===== src/rtl/key_pkg.sv =====
// Shared definitions for the push-button front end: key identifiers,
// the fixed arbitration order and raw button levels.
package key_pkg;

   typedef enum logic [1:0] {
      KEY_SET = 2'd0,
      KEY_SEL = 2'd1,
      KEY_INC = 2'd2
   } key_id_t;

   localparam int NUM_KEYS = 3;

   // Arbitration order, highest priority first.
   localparam key_id_t KEY_PRIO [NUM_KEYS] = '{KEY_SET, KEY_SEL, KEY_INC};

   // Buttons pull low when pressed.
   localparam logic KEY_PRESSED  = 1'b0;
   localparam logic KEY_RELEASED = 1'b1;

endpackage


===== src/rtl/key_debounce.sv =====
// One button: 2-flop synchroniser, stable-level debouncer and a registered
// single-cycle press event on the released->pressed transition of the
// debounced level.
module key_debounce
   import key_pkg::*;
#(
   parameter int DEB_CYCLES = 50000
) (
   input  logic clk,
   input  logic rst_n,
   input  logic key_n_i,
   output logic pressed_o,
   output logic press_o
);

   localparam int CNT_W = $clog2(DEB_CYCLES + 1);

   logic             sync1_q, sync2_q;
   logic             db_q, db_d;
   logic             press_q, press_d;
   logic [CNT_W-1:0] cnt_q, cnt_d;

   // Bring the asynchronous pin into the clk domain; resets to released.
   always_ff @(posedge clk or negedge rst_n) begin
      if (!rst_n) begin
         sync1_q <= KEY_RELEASED;
         sync2_q <= KEY_RELEASED;
      end else begin
         sync1_q <= key_n_i;
         sync2_q <= sync1_q;
      end
   end

   // Count consecutive samples that disagree with the debounced level; any
   // agreeing sample restarts the count. The level is accepted on the sample
   // that finds the count already at DEB_CYCLES.
   always_comb begin
      db_d    = db_q;
      cnt_d   = cnt_q;
      press_d = 1'b0;
      if (sync2_q == db_q) begin
         cnt_d = '0;
      end else if (cnt_q == CNT_W'(DEB_CYCLES)) begin
         db_d    = sync2_q;
         cnt_d   = '0;
         press_d = (sync2_q == KEY_PRESSED);
      end else begin
         cnt_d = cnt_q + 1'b1;
      end
   end

   // Debounced level, stability counter and press event registers.
   always_ff @(posedge clk or negedge rst_n) begin
      if (!rst_n) begin
         db_q    <= KEY_RELEASED;
         cnt_q   <= '0;
         press_q <= 1'b0;
      end else begin
         db_q    <= db_d;
         cnt_q   <= cnt_d;
         press_q <= press_d;
      end
   end

   assign pressed_o = (db_q == KEY_PRESSED);
   assign press_o   = press_q;

endmodule


===== src/rtl/key_sequencer.sv =====
// Push-button front end for the time-setting FSM: three debounced keys,
// pending-event flags and a fixed-priority (SET > SEL > INC) arbiter that
// issues at most one registered command pulse per cycle.
// Optional INC auto-repeat while setting mode is active is built when
// KEY_AUTOREPEAT_EN is defined; otherwise INC fires only on presses and the
// repeat parameters are ignored.
module key_sequencer
#(
   parameter int DEB_CYCLES = 50000,
   parameter int REP_START  = 25000000,
   parameter int REP_PERIOD = 5000000
) (
   input  logic clk,
   input  logic rst_n,
   input  logic key_set_n,
   input  logic key_sel_n,
   input  logic key_inc_n,
   input  logic set_en,
   output logic set_p,
   output logic sel_p,
   output logic inc_p,
   output logic key_active
);

   import key_pkg::*;

   logic [NUM_KEYS-1:0] held;
   logic [NUM_KEYS-1:0] press;
   logic [NUM_KEYS-1:0] event_v;
   logic [NUM_KEYS-1:0] grant;
   logic [NUM_KEYS-1:0] pend_q, pend_d;
   logic [NUM_KEYS-1:0] pulse_q;
   logic                rep_fire;

   key_debounce #(.DEB_CYCLES(DEB_CYCLES)) u_deb_set (
      .clk       (clk),
      .rst_n     (rst_n),
      .key_n_i   (key_set_n),
      .pressed_o (held[KEY_SET]),
      .press_o   (press[KEY_SET])
   );

   key_debounce #(.DEB_CYCLES(DEB_CYCLES)) u_deb_sel (
      .clk       (clk),
      .rst_n     (rst_n),
      .key_n_i   (key_sel_n),
      .pressed_o (held[KEY_SEL]),
      .press_o   (press[KEY_SEL])
   );

   key_debounce #(.DEB_CYCLES(DEB_CYCLES)) u_deb_inc (
      .clk       (clk),
      .rst_n     (rst_n),
      .key_n_i   (key_inc_n),
      .pressed_o (held[KEY_INC]),
      .press_o   (press[KEY_INC])
   );

`ifdef KEY_AUTOREPEAT_EN
   localparam int REP_MAX = (REP_START > REP_PERIOD) ? REP_START : REP_PERIOD;
   localparam int REP_W   = $clog2(REP_MAX);

   logic [REP_W-1:0] rep_cnt_q, rep_cnt_d;
   logic             rep_first_q, rep_first_d;

   // Repeat timer: restarts on every INC press and whenever INC is released
   // or setting mode is off; first interval REP_START, then REP_PERIOD.
   always_comb begin
      rep_cnt_d   = rep_cnt_q;
      rep_first_d = rep_first_q;
      rep_fire    = 1'b0;
      if (press[KEY_INC] || !held[KEY_INC] || !set_en) begin
         rep_cnt_d   = '0;
         rep_first_d = 1'b1;
      end else if (rep_cnt_q == (rep_first_q ? REP_W'(REP_START - 1)
                                             : REP_W'(REP_PERIOD - 1))) begin
         rep_fire    = 1'b1;
         rep_cnt_d   = '0;
         rep_first_d = 1'b0;
      end else begin
         rep_cnt_d = rep_cnt_q + 1'b1;
      end
   end

   // Repeat timer registers.
   always_ff @(posedge clk or negedge rst_n) begin
      if (!rst_n) begin
         rep_cnt_q   <= '0;
         rep_first_q <= 1'b1;
      end else begin
         rep_cnt_q   <= rep_cnt_d;
         rep_first_q <= rep_first_d;
      end
   end
`else
   localparam int unused_rep_cfg = REP_START + REP_PERIOD;
   logic unused_set_en;

   assign unused_set_en = set_en;
   assign rep_fire      = 1'b0;
`endif

   assign event_v[KEY_SET] = press[KEY_SET];
   assign event_v[KEY_SEL] = press[KEY_SEL];
   assign event_v[KEY_INC] = press[KEY_INC] | rep_fire;

   // Fixed-priority pick of the highest pending key.
   always_comb begin
      grant = '0;
      for (int i = 0; i < NUM_KEYS; i++) begin
         if (grant == '0 && pend_q[KEY_PRIO[i]]) begin
            grant[KEY_PRIO[i]] = 1'b1;
         end
      end
   end

   // Pending flags: issued flag clears, SET flushes SEL/INC (stale across a
   // mode change), new events merge into whatever is already pending.
   always_comb begin
      pend_d = pend_q & ~grant;
      if (grant[KEY_SET]) begin
         pend_d[KEY_SEL] = 1'b0;
         pend_d[KEY_INC] = 1'b0;
      end
      pend_d = pend_d | event_v;
   end

   // Pending flags and registered command pulses.
   always_ff @(posedge clk or negedge rst_n) begin
      if (!rst_n) begin
         pend_q  <= '0;
         pulse_q <= '0;
      end else begin
         pend_q  <= pend_d;
         pulse_q <= grant;
      end
   end

   assign set_p      = pulse_q[KEY_SET];
   assign sel_p      = pulse_q[KEY_SEL];
   assign inc_p      = pulse_q[KEY_INC];
   assign key_active = |held;

endmodule


===== config.mk =====
export PLATFORM = sky130hd
export DESIGN_NAME = key_sequencer
export DESIGN_NICKNAME = d
export VERILOG_FILES = /design/src/rtl/key_pkg.sv /design/src/rtl/key_debounce.sv /design/src/rtl/key_sequencer.sv
export SDC_FILE = /design/constraint.sdc
export NUM_CORES = 1
export LEC_CHECK = 0
export ABC_AREA = 1
export ABC_CLOCK_PERIOD_IN_PS = 3500
export CORE_AREA = 2 2 87 89
export DETAILED_ROUTE_END_ITERATION = 8
export DIE_AREA = 0 0 89 91
export MAX_ROUTING_LAYER = met4
export PLACE_DENSITY = 0.71
export SKIP_CTS_REPAIR_TIMING = 1
export SLEW_MARGIN = 0
export SYNTH_ARGS = -nofsm -noshare
export SYNTH_HDL_FRONTEND = slang
export SYNTH_SLANG_ARGS = --single-unit

===== constraint.sdc =====
create_clock -name clk -period 3.5 [get_ports clk]
set_clock_uncertainty 0.1 [all_clocks]
set_input_delay 0.35 -clock clk [delete_from_list [all_inputs] [get_ports clk]]
set_output_delay 0.35 -clock clk [all_outputs]
set_load 0.05 [all_outputs]

=== Word level (Yosys, flattened, before mapping) ===
Cells that the tools add are included.
W data, S select, Z words.

* Input bits: 6
* Register bits after elaboration: 66
* Output and inout bits: 4
* RAM bits: 0
* Bits in latches: 0
* ROM bits: 0
* Memories: 0

* Divide/modulo/power cells: 0
* Reduce and logical (&&, ||, !) cells: 7
* Multipliers: 0
* Order comparisons: 0
* Eq/ne operators: 6
* Add/subtract/negate cells: 3
* Bitwise gates (word level): 13
* Shift operators: 0
* Mux-type cells: 16

{| class="wikitable"
|+ Operators by type and width
! cell !! count
|-
| $mux W16 || 6
|-
| $add A16 B1 Y16 const B || 3
|-
| $eq A16 B16 Y1 const B || 3
|-
| $not A1 Y1 || 10
|-
| $mux W1 || 9
|-
| $reduce_and A2 Y1 || 3
|-
| $and A3 B3 Y3 || 1
|-
| $eq A1 B1 Y1 || 3
|-
| $not A3 Y3 || 1
|-
| $or A3 B3 Y3 || 1
|-
| $reduce_or A3 Y1 || 1
|-
| $logic_and A1 B1 Y1 || 2
|-
| $logic_not A2 Y1 || 1
|-
| $mux W2 || 1
|}

=== Depth between registers and ports, before layout ===
Gate-level depths: netlist (run 1).

* Depth in word-level cells: 11
* Depth in mapped cells: 8
* Mapped depth without buffers: 8

=== Modules after synthesis ===
A second synthesis (run 1) with hierarchy kept.

* Cells, all modules: 453
* Area, all modules: 3,631.0 µm²

{| class="wikitable"
|+ Modules (own cells, without submodules)
! module !! times used !! area each (µm²) !! sequential area each (µm²) !! cells an instance
|-
| key_debounce || 3 || 1,144.8 || 504.2 || 145
|-
| key_sequencer || 1 || 196.4 || 150.1 || 18
|}

=== Worst setup path before layout (run 1) ===
OpenSTA, ideal clock, no wires.

* Path kind: reg2out
* Start point: register u_deb_inc.db_q
* End point: output port key_active
* Stages on the path, launching flop included: 2
* Arrival: 933 ps
* Slack: 2,117 ps
* Required time: 3,050 ps
* Cells stage by stage: dfstp_2 -> nand3_1

* Word-level cells in the longest chain between the ends: 2

{| class="wikitable"
|+ RTL lines
! what !! RTL line !! text
|-
| start, declared || key_debounce.sv:19 || <nowiki>logic db_q, db_d;</nowiki>
|-
| start signal, assigned || key_debounce.sv:55 || <nowiki>db_q <= KEY_RELEASED;</nowiki>
|-
| start signal, assigned || key_debounce.sv:59 || <nowiki>db_q <= db_d;</nowiki>
|-
| $not A1 Y1 || key_debounce.sv:65 || <nowiki>assign pressed_o = (db_q == KEY_PRESSED);</nowiki>
|-
| $reduce_or A3 Y1 || key_sequencer.sv:142 || <nowiki>assign key_active = |held;</nowiki>
|-
| end, declared || key_sequencer.sv:22 || <nowiki>output logic key_active</nowiki>
|}

No other way between the ends.

=== Final worst setup path (run 1) ===
Ends and elaborated chain as after synthesis.

==> implementation parameters, run 1 <==
Parameter                              Value

Status
  Run status    finished, violations left
  Violated checks    hold timing

Synthesis
  Sequential element share of the synthesized area    0.488
  Synthesis warning total    0
  Cell area after synthesis    3400 µm²
  Dominant cell type by area after synthesis    sky130_fd_sc_hd__dfrtp_1
  Top post-synthesis cells by area    sky130_fd_sc_hd__dfrtp_1, sky130_fd_sc_hd__nor2_1, sky130_fd_sc_hd__nand2_1
  Count of mapped cells out of synthesis    440
  Post-Syn Nets    452
  Post-synth top area share    0.419
  Number of distinct library cells after synthesis    27
  Post-synthesis area per instance    7.74 µm²
  Number of storage elements in the synthesis netlist    66

Timing
  Number of setup violations in the final report    0
  Final Hold Slack    -0.0419 ns
  Tmin final    2.19 ns
  Transition time of the tightest slew-check pin    0.734 ns
  Pins over their slew limit    0
  Setup repair after global routing missed its margin    false
  Maximum operating frequency    457 MHz
  Max transition margin    0.510
  Final TNS setup    0 ns
  Number of endpoints with negative hold slack in the final report    28
  Final cycle utilization of the critical path    0.625

Routing
  Count of unresolved DRC violations after routing    0
  Wirelength per Cell    11.4 µm
  Iteration-0 DRC Markers    147
  Number of nets still failing antenna checks after routing    0
  Vias per inst    4.79
  Number of vias in the routed layout    2702
  Sum of routed wire length over all layers    6460 µm
  Number of detailed-routing iterations run before antenna repair    4

CTS
  Clk slew on worst S/H paths    0.08 ns
  Num CTS Buffers    9
  Root Driver    sky130_fd_sc_hd__clkbuf_8
  Number of clock sinks    66
  Insertion delay to the later sink of the worst-skew pair    0.35 ns
  H-tree levels    3
  Bufs on Longest Clock Path    2
  CTS tree    yes

Pwr
  Power density of the placed cells    411 nW/µm²
  Leakage    1.78 nW
  Largest vdd supply drop    0.256 mV
  Final Total Pwr    1.58 mW

Job
  Number of maximum-capacitance violations    0

Layout
  Area used by multi-input combinational logic    1520 µm²
  Layout Nets    472
  Sequential cell area    1660 µm²
  Final standard cell utilization of the core    0.538
  Most frequent cells in the layout    sky130_fd_sc_hd__nor2_1, sky130_fd_sc_hd__nand2_1, sky130_fd_sc_hd__inv_1
  Relative area change from synthesis to final layout    12.9%
  Final-layout fill cell count    707
  Commonest non-fill, non-tap cell in the layout    sky130_fd_sc_hd__nor2_1
  Share of layout cells above drive strength 1    0.0946
  Count of inserted antenna diode cells    0

Worst setup path
  Peak fanout along the critical path    3
  Depth of the worst register-to-register path    7
  Worst stage delay on the critical path    0.72 ns
  Worst EP required    3.05 ns
  Worst EP arrival    1.74 ns
  Worst flop-to-flop path startpoint    u_deb_set.cnt_q[0]$_DFF_PN0_
  Crit path from    u_deb_inc.db_q$_DFFE_PN1P_
  Kind of critical path    flip-flop to primary output
  CP Cell Sequence    nand3_1 > clkdlybuf4s50_1
  Kind of capture point of the worst setup path    primary output
  Worst reg-to-reg setup slack    1.88 ns
  CP max stage cell    sky130_fd_sc_hd__clkdlybuf4s50_1
  Endpoint of the lowest-slack register-to-register path    u_deb_set.cnt_q[8]$_DFF_PN0_
  End point of the critical path    key_active
  Critical path launch point type    flip-flop

Die
  Floorplan die area    8100 µm²
  Die Width    89 µm
  Number of rows created at floorplan    31
  Effective utilization at floorplan    0.477
  Die Span Y    91 µm
  Top-Level Pins    10
  Core region area    7140 µm²

Global route
  Wire length of the first global-routing pass    11300 µm
  Number of global-route vias before repair    2586
  GRT overflow    0
  Initial antenna violation count    0
  Global Route Usage Sum    0.186
  Maximum number of pins on one net before global-route repair    35

Placement
  Port buffer count    8
  Routability-driven placement congestion ratio    0.911
  Estimated wirelength of the detail-placed design    4760 µm

Hold path
  Tightest Hold Check Type    primary input to asynchronous set/reset pin
## Yosys cell counts
master	count
sky130_fd_sc_hd__a21o_1	1
sky130_fd_sc_hd__a21oi_1	4
sky130_fd_sc_hd__a21oi_2	1
sky130_fd_sc_hd__a31oi_1	3
sky130_fd_sc_hd__clkbuf_1	1
sky130_fd_sc_hd__dfrtp_1	57
sky130_fd_sc_hd__dfstp_2	9
sky130_fd_sc_hd__ha_1	6
sky130_fd_sc_hd__inv_1	58
sky130_fd_sc_hd__nand2_1	93
sky130_fd_sc_hd__nand2_2	3
sky130_fd_sc_hd__nand3_1	36
sky130_fd_sc_hd__nand3_2	1
sky130_fd_sc_hd__nand4_1	6
sky130_fd_sc_hd__nor2_1	112
sky130_fd_sc_hd__nor2_2	6
sky130_fd_sc_hd__nor3_1	8
sky130_fd_sc_hd__nor3_2	1
sky130_fd_sc_hd__nor3b_2	1
sky130_fd_sc_hd__o21ai_0	2
sky130_fd_sc_hd__o21ai_1	2
sky130_fd_sc_hd__o21ai_2	1
sky130_fd_sc_hd__o21bai_1	4
sky130_fd_sc_hd__or2_2	1
sky130_fd_sc_hd__xnor2_1	3
sky130_fd_sc_hd__xor2_1	19
sky130_fd_sc_hd__xor2_2	1
## metal layers
layer  GRT usage  vias to the layer above  part of all wire
met5           -                        -                 0
met2       0.272                       44              0.46
met3      0.0382                       15             0.030
met1       0.245                     1246              0.48
met4      0.0958                        0             0.027
li1            -                     1397                 -
## state kept, by name, indices dropped and copies added (netlist names)
| name | count |
|---|---|
| pend_q | 3 |
| pulse_q | 3 |
| u_deb_inc.cnt_q | 16 |
| u_deb_inc.db_q | 1 |
| u_deb_inc.press_o | 1 |
| u_deb_inc.sync1_q | 1 |
| u_deb_inc.sync2_q | 1 |
| u_deb_sel.cnt_q | 16 |
| u_deb_sel.db_q | 1 |
| u_deb_sel.press_o | 1 |
| u_deb_sel.sync1_q | 1 |
| u_deb_sel.sync2_q | 1 |
| u_deb_set.cnt_q | 16 |
| u_deb_set.db_q | 1 |
| u_deb_set.press_o | 1 |
| u_deb_set.sync1_q | 1 |
| u_deb_set.sync2_q | 1 |
## worst max-delay path, delay by kind of cell, from the launching register on
family | cells | cell delay [ns]
buffers and inverters | 1 | 0.72
DFF | 1 | 0.57
and+or+nand+nor | 1 | 0.11
## cell families after synthesis
kind of cell / Yosys count / share of synthesized area
flip-flops: 66 / 0.488
XOR/XNOR: 23 / 0.0614
AND/OR/NAND/NOR: 268 / 0.330
buffers and inverters: 59 / 0.0650
adder cells (fa/ha/maj): 6 / 0.0221
AO/OA/AOI/OAI: 18 / 0.0334
## stage by stage
stage | instances | instance area (µm²) | setup slack (ns)
2_1_floorplan | 440 | 3400 | 2.12
3_3_place_gp | 548 | 3610 | 1.68
3_5_place_dp | 548 | 3610 | 1.68
4_1_cts | 564 | 3840 | 1.29
5_1_grt | 564 | 3840 | 1.27
6_report | 564 | 3840 | 1.31
## where the power goes
| group | total, mW | internal [mW] | switching, mW |
|---|---|---|---|
| Clock | 0.731 | 0.421 | 0.310 |
| Sequential | 0.789 | 0.777 | 0.0124 |
| Combinational | 0.0589 | 0.0193 | 0.0397 |
## area by class of cell
cell class / instances / share of cell area
inverters: 58 / 0.0567
multi-input cells: 315 / 0.396
clock buffers: 10 / 0.0358
well taps: 99 / 0.0322
clock inverters: 6 / 0.0234
flip-flops and latches: 66 / 0.433
repair buffers: 10 / 0.0234
## how the worst min path moves through the flow
stage | startpoint | to | slack [ns] | cells after the start
detailed placement | u_deb_sel.press_o$_DFF_PN0_ | pend_q[1]$_DFF_PN0_ | 0.25 | 0
finish | rst_n | pend_q[2]$_DFF_PN0_ | -0.04 | 1
floorplan | rst_n | pend_q[0]$_DFF_PN0_ | -0.05 | 0
global route | rst_n | pend_q[2]$_DFF_PN0_ | 0.03 | 1
global placement | u_deb_set.sync1_q$_DFF_PN1_ | u_deb_set.sync2_q$_DFF_PN1_ | 0.25 | 0
CTS | rst_n | pend_q[2]$_DFF_PN0_ | -0.01 | 1
(Power assumes the default switching activity.)
==> run 2: changes to the inputs <==
--- a/config.mk
+++ b/config.mk
@@ -6,7 +6,7 @@
 export NUM_CORES = 1
 export LEC_CHECK = 0
 export ABC_AREA = 1
-export ABC_CLOCK_PERIOD_IN_PS = 3500
+export ABC_CLOCK_PERIOD_IN_PS = 2200
 export CORE_AREA = 2 2 87 89
 export DETAILED_ROUTE_END_ITERATION = 8
 export DIE_AREA = 0 0 89 91
==> constraint.sdc (replaced) <==
create_clock -name clk -period 2.2 [get_ports clk]
set_clock_uncertainty 0.1 [all_clocks]
set_input_delay 0.22 -clock clk [delete_from_list [all_inputs] [get_ports clk]]
set_output_delay 0.22 -clock clk [all_outputs]
set_load 0.05 [all_outputs]
==> run 2 against run 1 <==
- the run now ends clean
- non-clock buffer count increased by 1
- first-iteration DRC count shrank 46%
- combinational power grew 66%
- cell count grew 0.18%
- register-to-register slack got worse by 1.2 ns
- sequential cell count unchanged
- worst hold slack better by 0.22 ns
- via count up 0.30%
- wire length fell by 0.95%
- critical endpoint unchanged
- largest cell class unchanged
==> implementation parameters, run 2 (synthesis results as in run 1) <==
Parameter                              Value

Pwr
  Power density of the placed cells    613 nW/µm²
  Largest vdd supply drop    0.332 mV
  Leakage    1.77 nW
  Final Total Pwr    2.35 mW

Routing
  Iteration-0 DRC Markers    79
  Number of detailed-routing iterations run before antenna repair    4
  Count of unresolved DRC violations after routing    0
  Sum of routed wire length over all layers    6390 µm
  Number of nets still failing antenna checks after routing    0
  Routed length on met3    204 µm
  Routed wire length on met2    2930 µm
  Vias per inst    4.80
  Detailed-routing wirelength on met1    3100 µm
  Wirelength per Cell    11.3 µm
  Number of vias in the routed layout    2710
  Top layer reached by signal wires    met4

Placement
  Port buffer count    8
  Routability-driven placement congestion ratio    0.923
  Estimated wirelength of the detail-placed design    4680 µm
  DP Worst Slack    0.524 ns

Global route
  Number of global-route vias before repair    2609
  Maximum number of pins on one net before global-route repair    67
  Initial antenna violation count    0
  GRT overflow    0
  Global Route Usage Sum    0.186
  Wire length of the first global-routing pass    11400 µm

Hold path
  Tightest Hold Check Type    primary input to flip-flop
  Hold Path Sink    u_deb_set.sync1_q$_DFF_PN1_
  Number of cells traversed by the worst hold path    1
  Worst min-delay path startpoint    key_set_n

CTS
  Root Driver    sky130_fd_sc_hd__clkbuf_8
  Num CTS Buffers    9
  H-tree levels    3
  Clk slew on worst S/H paths    0.07 ns
  CTS tree    yes
  Bufs on Longest Clock Path    2
  Insertion delay to the later sink of the worst-skew pair    0.34 ns
  Number of clock sinks    66

Timing
  Setup repair after global routing missed its margin    false
  Smallest setup slack after layout    0.150 ns
  Max transition margin    0.667
  Tmin final    2.05 ns
  Pins over their slew limit    0
  Final cycle utilization of the critical path    0.932
  Final TNS setup    0 ns
  Number of setup violations in the final report    0
  Number of endpoints with negative hold slack in the final report    0
  Maximum operating frequency    488 MHz
  Transition time of the tightest slew-check pin    0.499 ns

Worst setup path
  Buffering stage count on the worst path with inverters included    1
  Cell family with the largest share of critical-path delay    buffers and inverters
  CP max stage cell    sky130_fd_sc_hd__clkdlybuf4s50_1
  Worst EP required    1.88 ns
  Worst stage delay on the critical path    0.72 ns
  Worst EP arrival    1.73 ns
  CP Cell Sequence    nand3_1 > clkdlybuf4s50_1
  CP Depth    2
  Worst flop-to-flop path startpoint    u_deb_set.cnt_q[0]$_DFF_PN0_
  Depth of the worst register-to-register path    7
  Endpoint of the lowest-slack register-to-register path    u_deb_set.cnt_q[8]$_DFF_PN0_
  Worst reg-to-reg setup slack    0.67 ns
  Peak fanout along the critical path    3
  Critical path launch point type    flip-flop
  Kind of critical path    flip-flop to primary output
  Kind of capture point of the worst setup path    primary output

Layout
  Final standard cell utilization of the core    0.537
  Biggest registers after layout    u_deb_inc.cnt_q: 16 flops, u_deb_sel.cnt_q: 16 flops, u_deb_set.cnt_q: 16 flops
  Area used by multi-input combinational logic    1520 µm²
  Count of inserted antenna diode cells    0
  Relative area change from synthesis to final layout    12.6%
  Final-layout fill cell count    690
  Share of layout cells above drive strength 1    0.0923
  Most frequent cells in the layout    sky130_fd_sc_hd__nor2_1, sky130_fd_sc_hd__nand2_1, sky130_fd_sc_hd__inv_1
  Sequential cell area    1660 µm²
  Layout Nets    473
  Commonest non-fill, non-tap cell in the layout    sky130_fd_sc_hd__nor2_1

Die
  Floorplan die area    8100 µm²
  Top-Level Pins    10
  Die Span Y    91 µm
  Number of rows created at floorplan    31
  Effective utilization at floorplan    0.477
  Die Width    89 µm
  Core region area    7140 µm²

Job
  Number of maximum-capacitance violations    0

Status
  Run status    finished, final reports clean
[run 2: changes by cell type in the layout (fill, tap and decap cells not counted), sizes merged]
cell         delta
bufinv          -1
clkinvlp        +1
dlygate4sd3     +1
[run 2: final cells by class]
type                       count  area share
timing repair buffer          11      0.0294
inverter                      58      0.0568
clock buffer                  10      0.0333
multi-input combinational    315       0.397
sequential                    66       0.434
tap                           99      0.0323
clock inverter                 6      0.0176
[run 2: metrics by stage]
| step | cell area, µm² | instances | hold slack, ns |
|---|---|---|---|
| finish | 3830 | 565 | 0.183 |
| global route | 3830 | 565 | 0.184 |
| CTS | 3820 | 564 | -0.222 |
| detailed placement | 3630 | 548 | 0.161 |
| global placement | 3630 | 548 | 0.163 |
| floorplan | 3400 | 440 | -0.176 |
[run 2: worst max path at each step]
stage,from,end
floorplan,u_deb_set.cnt_q[0]$_DFF_PN0_,u_deb_set.cnt_q[8]$_DFF_PN0_
global placement,u_deb_inc.db_q$_DFFE_PN1P_,key_active
detailed placement,u_deb_inc.db_q$_DFFE_PN1P_,key_active
CTS,u_deb_inc.db_q$_DFFE_PN1P_,key_active
global route,u_deb_inc.db_q$_DFFE_PN1P_,key_active
finish,u_deb_inc.db_q$_DFFE_PN1P_,key_active
[run 2: per-layer routing]
metal,track usage,vias up
li1,-,1402
met1,0.246,1240
met2,0.270,53
met3,0.0355,15
met4,0.0970,0
met5,-,-
[run 2: power by group]
part	switching, mW	internal, mW
registers	0.0197	1.24
logic	0.0632	0.0344
clock network	0.469	0.525
[run 2: worst reg2reg max path: cells and delay by family, from the launching register on]
kind          cells  cell delay (ns)
flops             1             0.41
fa+ha+maj         1             0.16
buf+inv           1             0.09
simple gates      5             0.66
